### src/rtl/wb_stage_if.sv
// wb_stage_if: MEM/WB handshake, data-memory read return and register-file
// write port of the DLX writeback stage, bundled as one interface.
// master = upstream/memory side, slave = the writeback stage itself.
interface wb_stage_if #(
    parameter int DW = 32,
    parameter int AW = 5
);
    logic          mem_valid;
    logic          wb_ready;
    logic [AW-1:0] in_rd;
    logic          in_we;
    logic          in_load;
    logic [1:0]    in_size;
    logic          in_uns;
    logic [1:0]    in_alo;
    logic [DW-1:0] in_result;
    logic [DW-1:0] dmem_rdata;
    logic          dmem_ack;
    logic [AW-1:0] rf_sel;
    logic          rf_we;
    logic [DW-1:0] rf_din;
    logic          wb_stall;

    modport master (
        output mem_valid, in_rd, in_we, in_load, in_size, in_uns, in_alo,
               in_result, dmem_rdata, dmem_ack,
        input  wb_ready, rf_sel, rf_we, rf_din, wb_stall
    );

    modport slave (
        input  mem_valid, in_rd, in_we, in_load, in_size, in_uns, in_alo,
               in_result, dmem_rdata, dmem_ack,
        output wb_ready, rf_sel, rf_we, rf_din, wb_stall
    );
endinterface

### src/rtl/wb_stage.sv
// wb_stage: DLX writeback stage. Captures one retiring instruction per
// handshake, waits for the data-memory acknowledge on loads, aligns and
// extends big-endian load data and drives the register-file write port for
// one cycle. Writes to r0 are suppressed.
// Optional feature: define WB_BYPASS_EN to add byp_valid/byp_rd/byp_data
// forwarding outputs (mirrors of rf_we/rf_sel/rf_din).
module wb_stage #(
    parameter int DW = 32,
    parameter int AW = 5
) (
    input  logic          clk,
    input  logic          rst_n,
    wb_stage_if.slave     bus
`ifdef WB_BYPASS_EN
    ,
    output logic          byp_valid,
    output logic [AW-1:0] byp_rd,
    output logic [DW-1:0] byp_data
`endif
);

    typedef enum logic [1:0] {
        IDLE  = 2'd0,
        WRITE = 2'd1,
        WAIT  = 2'd2
    } state_t;

    state_t        state;
    state_t        state_nxt;

    logic [AW-1:0] cap_rd;
    logic          cap_we;
    logic [1:0]    cap_size;
    logic          cap_uns;
    logic [1:0]    cap_alo;
    logic [DW-1:0] cap_result;

    logic          ready;
    logic          accept;
    logic          wr_ok;
    logic [7:0]    byte_val;
    logic [15:0]   half_val;
    logic [DW-1:0] aligned;

    logic          rf_we_c;
    logic [AW-1:0] rf_sel_c;
    logic [DW-1:0] rf_din_c;
    logic          stall_c;

    assign ready  = (state != WAIT);
    assign accept = bus.mem_valid && ready;
    assign wr_ok  = cap_we && (cap_rd != '0);

    // State register; reset discards any pending load.
    always_ff @(posedge clk or negedge rst_n) begin
        if (!rst_n) begin
            state <= IDLE;
        end else begin
            state <= state_nxt;
        end
    end

    // Capture the retiring instruction on every accepted handshake.
    always_ff @(posedge clk or negedge rst_n) begin
        if (!rst_n) begin
            cap_rd     <= '0;
            cap_we     <= 1'b0;
            cap_size   <= '0;
            cap_uns    <= 1'b0;
            cap_alo    <= '0;
            cap_result <= '0;
        end else if (accept) begin
            cap_rd     <= bus.in_rd;
            cap_we     <= bus.in_we;
            cap_size   <= bus.in_size;
            cap_uns    <= bus.in_uns;
            cap_alo    <= bus.in_alo;
            cap_result <= bus.in_result;
        end
    end

    // Big-endian lane select and sign/zero extension of the load word.
    always_comb begin
        byte_val = '0;
        half_val = '0;
        aligned  = bus.dmem_rdata;
        case (cap_alo)
            2'd0:    byte_val = bus.dmem_rdata[31:24];
            2'd1:    byte_val = bus.dmem_rdata[23:16];
            2'd2:    byte_val = bus.dmem_rdata[15:8];
            default: byte_val = bus.dmem_rdata[7:0];
        endcase
        half_val = cap_alo[1] ? bus.dmem_rdata[15:0] : bus.dmem_rdata[31:16];
        case (cap_size)
            2'b00:   aligned = {{(DW-8){~cap_uns & byte_val[7]}}, byte_val};
            2'b01:   aligned = {{(DW-16){~cap_uns & half_val[15]}}, half_val};
            default: aligned = bus.dmem_rdata;
        endcase
    end

    // Next-state and write-port decode from state and captured fields.
    always_comb begin
        state_nxt = state;
        rf_we_c   = 1'b0;
        rf_sel_c  = '0;
        rf_din_c  = '0;
        stall_c   = 1'b0;
        case (state)
            IDLE: begin
                if (accept) state_nxt = bus.in_load ? WAIT : WRITE;
            end
            WRITE: begin
                rf_sel_c  = cap_rd;
                rf_we_c   = wr_ok;
                rf_din_c  = cap_result;
                state_nxt = accept ? (bus.in_load ? WAIT : WRITE) : IDLE;
            end
            WAIT: begin
                rf_sel_c = cap_rd;
                stall_c  = 1'b1;
                if (bus.dmem_ack) begin
                    rf_we_c   = wr_ok;
                    rf_din_c  = aligned;
                    state_nxt = IDLE;
                end
            end
            default: state_nxt = IDLE;
        endcase
    end

    assign bus.wb_ready = ready;
    assign bus.wb_stall = stall_c;
    assign bus.rf_we    = rf_we_c;
    assign bus.rf_sel   = rf_sel_c;
    assign bus.rf_din   = rf_din_c;

`ifdef WB_BYPASS_EN
    assign byp_valid = rf_we_c;
    assign byp_rd    = rf_sel_c;
    assign byp_data  = rf_din_c;
`endif

endmodule
### src/flat_wrapper.sv
// flat-port wrapper written by rule: the top's interface ports become plain ports
module wb_stage_flat 
#(
    parameter int DW = 32,
    parameter int AW = 5
)
  (clk, rst_n, bus_mem_valid, bus_in_rd, bus_in_we, bus_in_load, bus_in_size, bus_in_uns, bus_in_alo, bus_in_result, bus_dmem_rdata, bus_dmem_ack, bus_wb_ready, bus_rf_sel, bus_rf_we, bus_rf_din, bus_wb_stall);
  wb_stage_if #(.DW(DW), .AW(AW)) bus_i ();
  input  logic clk;
  input  logic rst_n;
  input wire logic [$bits(bus_i.mem_valid)-1:0] bus_mem_valid;
  input wire logic [$bits(bus_i.in_rd)-1:0] bus_in_rd;
  input wire logic [$bits(bus_i.in_we)-1:0] bus_in_we;
  input wire logic [$bits(bus_i.in_load)-1:0] bus_in_load;
  input wire logic [$bits(bus_i.in_size)-1:0] bus_in_size;
  input wire logic [$bits(bus_i.in_uns)-1:0] bus_in_uns;
  input wire logic [$bits(bus_i.in_alo)-1:0] bus_in_alo;
  input wire logic [$bits(bus_i.in_result)-1:0] bus_in_result;
  input wire logic [$bits(bus_i.dmem_rdata)-1:0] bus_dmem_rdata;
  input wire logic [$bits(bus_i.dmem_ack)-1:0] bus_dmem_ack;
  output wire logic [$bits(bus_i.wb_ready)-1:0] bus_wb_ready;
  output wire logic [$bits(bus_i.rf_sel)-1:0] bus_rf_sel;
  output wire logic [$bits(bus_i.rf_we)-1:0] bus_rf_we;
  output wire logic [$bits(bus_i.rf_din)-1:0] bus_rf_din;
  output wire logic [$bits(bus_i.wb_stall)-1:0] bus_wb_stall;
  assign bus_i.mem_valid = bus_mem_valid;
  assign bus_i.in_rd = bus_in_rd;
  assign bus_i.in_we = bus_in_we;
  assign bus_i.in_load = bus_in_load;
  assign bus_i.in_size = bus_in_size;
  assign bus_i.in_uns = bus_in_uns;
  assign bus_i.in_alo = bus_in_alo;
  assign bus_i.in_result = bus_in_result;
  assign bus_i.dmem_rdata = bus_dmem_rdata;
  assign bus_i.dmem_ack = bus_dmem_ack;
  assign bus_wb_ready = bus_i.wb_ready;
  assign bus_rf_sel = bus_i.rf_sel;
  assign bus_rf_we = bus_i.rf_we;
  assign bus_rf_din = bus_i.rf_din;
  assign bus_wb_stall = bus_i.wb_stall;
  wb_stage #(.DW(DW), .AW(AW)) u_core (.clk(clk), .rst_n(rst_n), .bus(bus_i));
endmodule
### config.mk
export PLATFORM = sky130hd
export DESIGN_NAME = wb_stage_flat
export DESIGN_NICKNAME = d
export VERILOG_FILES = /design/src/rtl/wb_stage_if.sv /design/src/rtl/wb_stage.sv /design/src/flat_wrapper.sv
export SDC_FILE = /design/constraint.sdc
export NUM_CORES = 1
export LEC_CHECK = 0
export ABC_AREA = 1
export BUFFER_PORTS_ARGS = -buffer_cell sky130_fd_sc_hd__clkbuf_2
export CAP_MARGIN = 10
export CELL_PAD_IN_SITES_DETAIL_PLACEMENT = 0
export CELL_PAD_IN_SITES_GLOBAL_PLACEMENT = 2
export CORE_MARGIN = 5
export CORE_UTILIZATION = 23
export CTS_BUF_LIST = sky130_fd_sc_hd__clkbuf_4 sky130_fd_sc_hd__clkbuf_8
export CTS_CLUSTER_DIAMETER = 80
export DETAILED_ROUTE_END_ITERATION = 10
export PLACE_DENSITY = 0.84
export SYNTH_ARGS = -nofsm -noshare
export SYNTH_HDL_FRONTEND = slang
export SYNTH_SLANG_ARGS = --single-unit
### constraint.sdc
create_clock -name clk -period 1.6 [get_ports clk]
set_clock_uncertainty 0.15 [all_clocks]
set_input_delay 0.16 -clock clk [delete_from_list [all_inputs] [get_ports clk]]
set_output_delay 0.16 -clock clk [all_outputs]
set_load 0.01 [all_outputs]
# After elaboration in Yosys (flattened, before gate mapping)
# Index checks and enable logic that the tools add are counted.
# totals
register_bits,45
inputBits,80
output_inout_bits,40
elab_cells,40
# classes
eq_ne,8
n_mux,14
n_bitwise,3
reduce_logical,8
# op_table
op,n
32-bit case mux with 2 select lines,2
32-bit two-way mux,1
8-bit case mux with 3 select lines,1
16-bit two-way mux,1
2-bit two-way mux,4
2-bit by 1-bit == test with 1-bit output (second input constant),3
2-bit logical NOT,3
2-bit case mux with 3 select lines,1
5-bit two-way mux,1
5-bit nonzero test,1
2-bit == test (second input constant),2
2-bit inequality test (second input constant),2
1-bit bitwise AND,2
1-bit logical AND,2
1-bit two-way mux,2
2-bit by 1-bit inequality test with 1-bit output (second input constant),1
1-bit case mux with 2 select lines,1
2-bit AND reduction,1
2-bit OR reduction,1
1-bit inverter,1

# Longest topological paths before layout
# logic_depth
ltp_word,6
depth_mapped,11
ltp_nobuf,9

# Worst setup path before layout
# Ideal clock, no wire load.
# synth_path
path_kind,register to output
from,reg u_core.state[0]
to,out bus_rf_din[16]
arrival_ns,1.445
required_time_ns,1.290
setup_slack_ns,-0.155
stages_incl_launch_ff,8
n_path_buf,1
cell_sequence,dfrtp_1 -> inv_1 -> ha_1 -> nand2_1 -> clkbuf_1 -> nor2_1 -> nand2_1 -> a21oi_1
# synth_via
elab_chain_cells,2
word_cells_on_any_way,3
classes_between,eq/ne (2); mux (1)
# synth_rtl
item,line_no,rtl
from (decl),wb_stage.sv:28,state_t state;
from (signal assigned),wb_stage.sv:59,state <= state_nxt;
2-bit == test or 2-bit by 1-bit == test with 1-bit output (tied branches),wb_stage.sv:108,case (state)
32-bit case mux with 2 select lines *,wb_stage.sv:108,
to (decl),flat_wrapper.sv:24,output wire logic [$bits(bus_i.rf_din)-1:0] bus_rf_din;
# Every way passes the cells marked *; elsewhere a longest branch is shown, timed or not.

# Final worst setup path
# layout_path
from,reg u_core.cap_alo[1]
to,out bus_rf_din[26]
# layout_via
elab_chain_cells,6
word_cells_on_any_way,10
classes_between,eq/ne (2); mux (5); bitwise (2); reduce/logical (1)
# layout_rtl
item,line_no,rtl
from (decl),wb_stage.sv:35,logic [1:0] cap_alo;
from (signal assigned),wb_stage.sv:77,cap_alo <= bus.in_alo;
"2-bit == test, or another cell as far along",wb_stage.sv:87,case (cap_alo)
8-bit case mux with 3 select lines,wb_stage.sv:87,
1-bit bitwise AND,wb_stage.sv:95,"2'b00: aligned = {{(DW-8){~cap_uns & byte_val[7]}}, byte_val};"
32-bit case mux with 2 select lines *,wb_stage.sv:94,case (cap_size)
32-bit two-way mux *,wb_stage.sv:121,if (bus.dmem_ack) begin
32-bit case mux with 2 select lines *,wb_stage.sv:108,
# Marked as above.

==> summary.md <==
| Metric | Value |
|---|---|
| Tot GR Track Use | `16.31%` |
| Hold EP | `u_core.state[0]` |
| Synth warn | `0` |
| Routed wire length | `13,050 um` |
| Slew Limit Fails | `0` |
| Syn Area/Cell | `6.290 um2` |
| Max FO, Critical Path | `6` |
| Maximum clock insertion buffer count | `2` |
| Die Ht | `124.9 um` |
| RSZ-0062 raised after global routing | `true` |
| Largest net degree at the start of global routing | `46` |
| Post-route minimum period | `2.089 ns` |
| Post-DP HPWL | `9129 um` |
| Rel. slew slack | `83.30%` |
| Placed Instances | `791` |
| Status | `finished with violations` |
| Non-Filler Instances | `877` |
| Root Buffer | `clkbuf_8` |
| DR DRC count | `0` |
| Post-Syn Area | `0.003038 mm2` |
| Die W | `124.9 um` |
| CTS buffer count | `5` |
| WP data arrival | `1.78 ns` |
| Nets | `784` |
| VDD IR max | `963.5 uV` |
| Worst reg2reg setup slack | `-0.23 ns` |
| Std cell rows | `42` |
| Max-cap violations | `0` |
| Hold_sp | `bus_dmem_ack` |
| Global route overflow | `0` |
| Final ANT Viol Nets | `0` |
| CP Launch Type | `flop` |
| Cells on worst reg2reg path | `11` |
| Layout area overhead | `96.62%` |
| Num ports | `120` |
| Worst Hold Path Cells | `4` |
| Setup ws final | `-0.4887 ns` |
| Worst Hold Class | `input pin to flop` |
| Worst Path Required | `1.29 ns` |
| Worst skew pair latency | `0.30 ns` |
| CTS sink count | `45` |
| CTS tree | `done` |
| Peak Freq | `478.8 MHz` |
| Via/cell ratio | `4.438` |
| Initial DRC Count | `111` |
| Final core occ | `45.65%` |
| R2R Path Start | `u_core.state[0]` |
| Final cycle utilization of the critical path | `130.5%` |
| Drt pass-1 iters | `4` |
| CP Capture Type | `output pin` |
| PD cells | `1453 mW/mm2` |
| # port buffers | `119` |
| Starting Density | `23.22%` |
| Layout cells sized above 1 | `56.78%` |
| Cells after Synth | `483` |
| Htree depth | `2` |
| Post-synthesis cell type count | `26` |
| WL/cell | `14.87 um` |
| First-pass GRT wire length | `20,790 um` |
| Slowest stage delay, CP | `0.47 ns` |
| Diode count | `0` |
| # setup viols final | `85` |
| Reg-to-reg critical path endpoint | `u_core.cap_result[14]` |
| Critical path cell sequence | `nor2_1 > nand2_1 > nand3_2 > nand3_4 > nand2_8 > buf_12 > nand2_2 > a21oi_2 > buf_2` |
| Final Hold Viols | `0` |
| Pleak | `2.948 nW` |
| GPL Wtd Cong | `0.8262` |
| Initial antenna violation count | `0` |
| Failing checks | `negative setup slack` |
| Syn_nets | `566` |
| Core Area | `0.01309 mm2` |
| #FFs+latches synth | `45` |
| Seq/Total Area, Yosys | `37.07%` |
| Kind of critical path | `flop to output pin` |
| Die area | `0.01561 mm2` |
| Slowest CP cell | `dfrtp_2` |
| Power after layout | `8.677 mW` |
| Via count | `3,892` |
| Least-Margin Pin Slew | `0.2505 ns` |
| Clock transition at path regs | `0.09 ns` |
| Vias in the first global route | `4,018` |
-- registers in the layout, indices dropped and copies added (netlist names) --
register           flops
u_core.cap_alo         2
u_core.cap_rd          5
u_core.cap_result     32
u_core.cap_size        2
u_core.cap_uns         1
u_core.cap_we          1
u_core.state           2
-- power breakdown --
part	switching (mW)	internal [mW]	total [mW]
logic	3.23	2.88	6.11
registers	0.286	1.53	1.81
clock network	0.411	0.343	0.753
-- what timing repair did --
item,in CTS,in global routing
setup endpoints to repair,82,85
gates cloned,7,2
buffers inserted,27,4
hold endpoints to repair,90,0
hold buffers,45,0
resized for setup,156,144
pin swaps,26,36
-- layer usage --
layer	routed length, um	track usage (%)	up-vias
li1	-	-	1944
met1	5881	21.48	1849
met2	6411	28.53	91
met3	680	3.216	8
met4	72	2.105	0
met5	0	0	-
-- placed cells by master, fill, tap and decap left out, types with 12 or more instances in the layout --
| cell | n |
|---|---|
| buf_12 | 12 |
| dlygate4sd3_1 | 45 |
| buf_6 | 29 |
| dfrtp_1 | 42 |
| nand2_2 | 78 |
| nand2_4 | 25 |
| nor2_1 | 57 |
| buf_4 | 29 |
| nand2_1 | 134 |
| a21oi_2 | 31 |
| clkbuf_2 | 81 |
| buf_2 | 33 |
-- synthesized netlist by cell type --
library cell  number  share of area, %
a21oi_1           25               4.1
ha_1               3               1.2
or2_1              1              0.21
o22ai_1            2              0.41
o211ai_1           1              0.25
inv_2              2              0.25
nand3_2            1              0.33
clkbuf_1          16               2.0
nor2_1            68               8.4
nand2_4            1              0.37
inv_1             17               2.1
buf_4              1              0.25
buf_12             1              0.66
buf_6              1              0.37
dfrtp_1           45                37
a21oi_2           10               2.9
nand3_1            9               1.5
nand3_4            1              0.58
o21ai_0           20               3.3
buf_2              9               1.5
nand2_1          228                28
nor3_1             7               1.2
nor2_2             1              0.21
o21ai_1            2              0.33
nand2_2           10               2.1
nor2_4             1              0.37
-- logic make-up after synthesis --
| family | synth area share [%] |
|---|---|
| AND/OR/NAND/NOR | 43.33 |
| AO/OA/AOI/OAI | 11.29 |
| buffers and inverters | 7.084 |
| flip-flops | 37.07 |
| adder cells (fa/ha/maj) | 1.236 |
-- through the flow --
step	setup TNS [ns]	hold slack [ns]	worst slack, ns	instance area (um2)
3_3_place_gp	-5.822	0.01286	-0.1838	4175
4_1_cts	-18.73	0.1172	-0.4722	5492
2_1_floorplan	-0.7904	-0.2856	-0.03952	3089
6_report	-24.93	0.1914	-0.4887	5973
3_5_place_dp	-7.977	0.01860	-0.2068	4175
5_1_grt	-31.51	0.2005	-0.5841	5973
-- worst max-delay path by stage --
stage,from,to
3_3_place_gp,u_core.cap_alo[1],bus_rf_din[16]
6_report,u_core.cap_alo[1],bus_rf_din[26]
4_1_cts,u_core.cap_alo[0],bus_rf_din[6]
2_1_floorplan,u_core.state[1],bus_rf_din[11]
3_5_place_dp,u_core.cap_alo[1],bus_rf_din[16]
5_1_grt,u_core.cap_alo[1],bus_rf_din[25]
-- critical path, delay by kind of cell (launching register included) --
kind	cells	cell delay, ns
AOI/OAI and AO/OA	1	0.14
buffers and inverters	2	0.28
DFF	1	0.47
and+or+nand+nor	6	0.59
-- final cells by class --
| cell class | count | area [um2] |
|---|---|---|
| Inverter | 19 | 86.33 |
| Sequential cell | 45 | 1130 |
| Fill cell | 1301 | 7112 |
| Clock inverter | 1 | 7.507 |
| Timing Repair Buffer | 239 | 2038 |
| Clock buffer | 6 | 82.58 |
| Multi-Input combinational cell | 391 | 2409 |
| Tap cell | 176 | 220.2 |
Power figures use the tool's default switching activity.
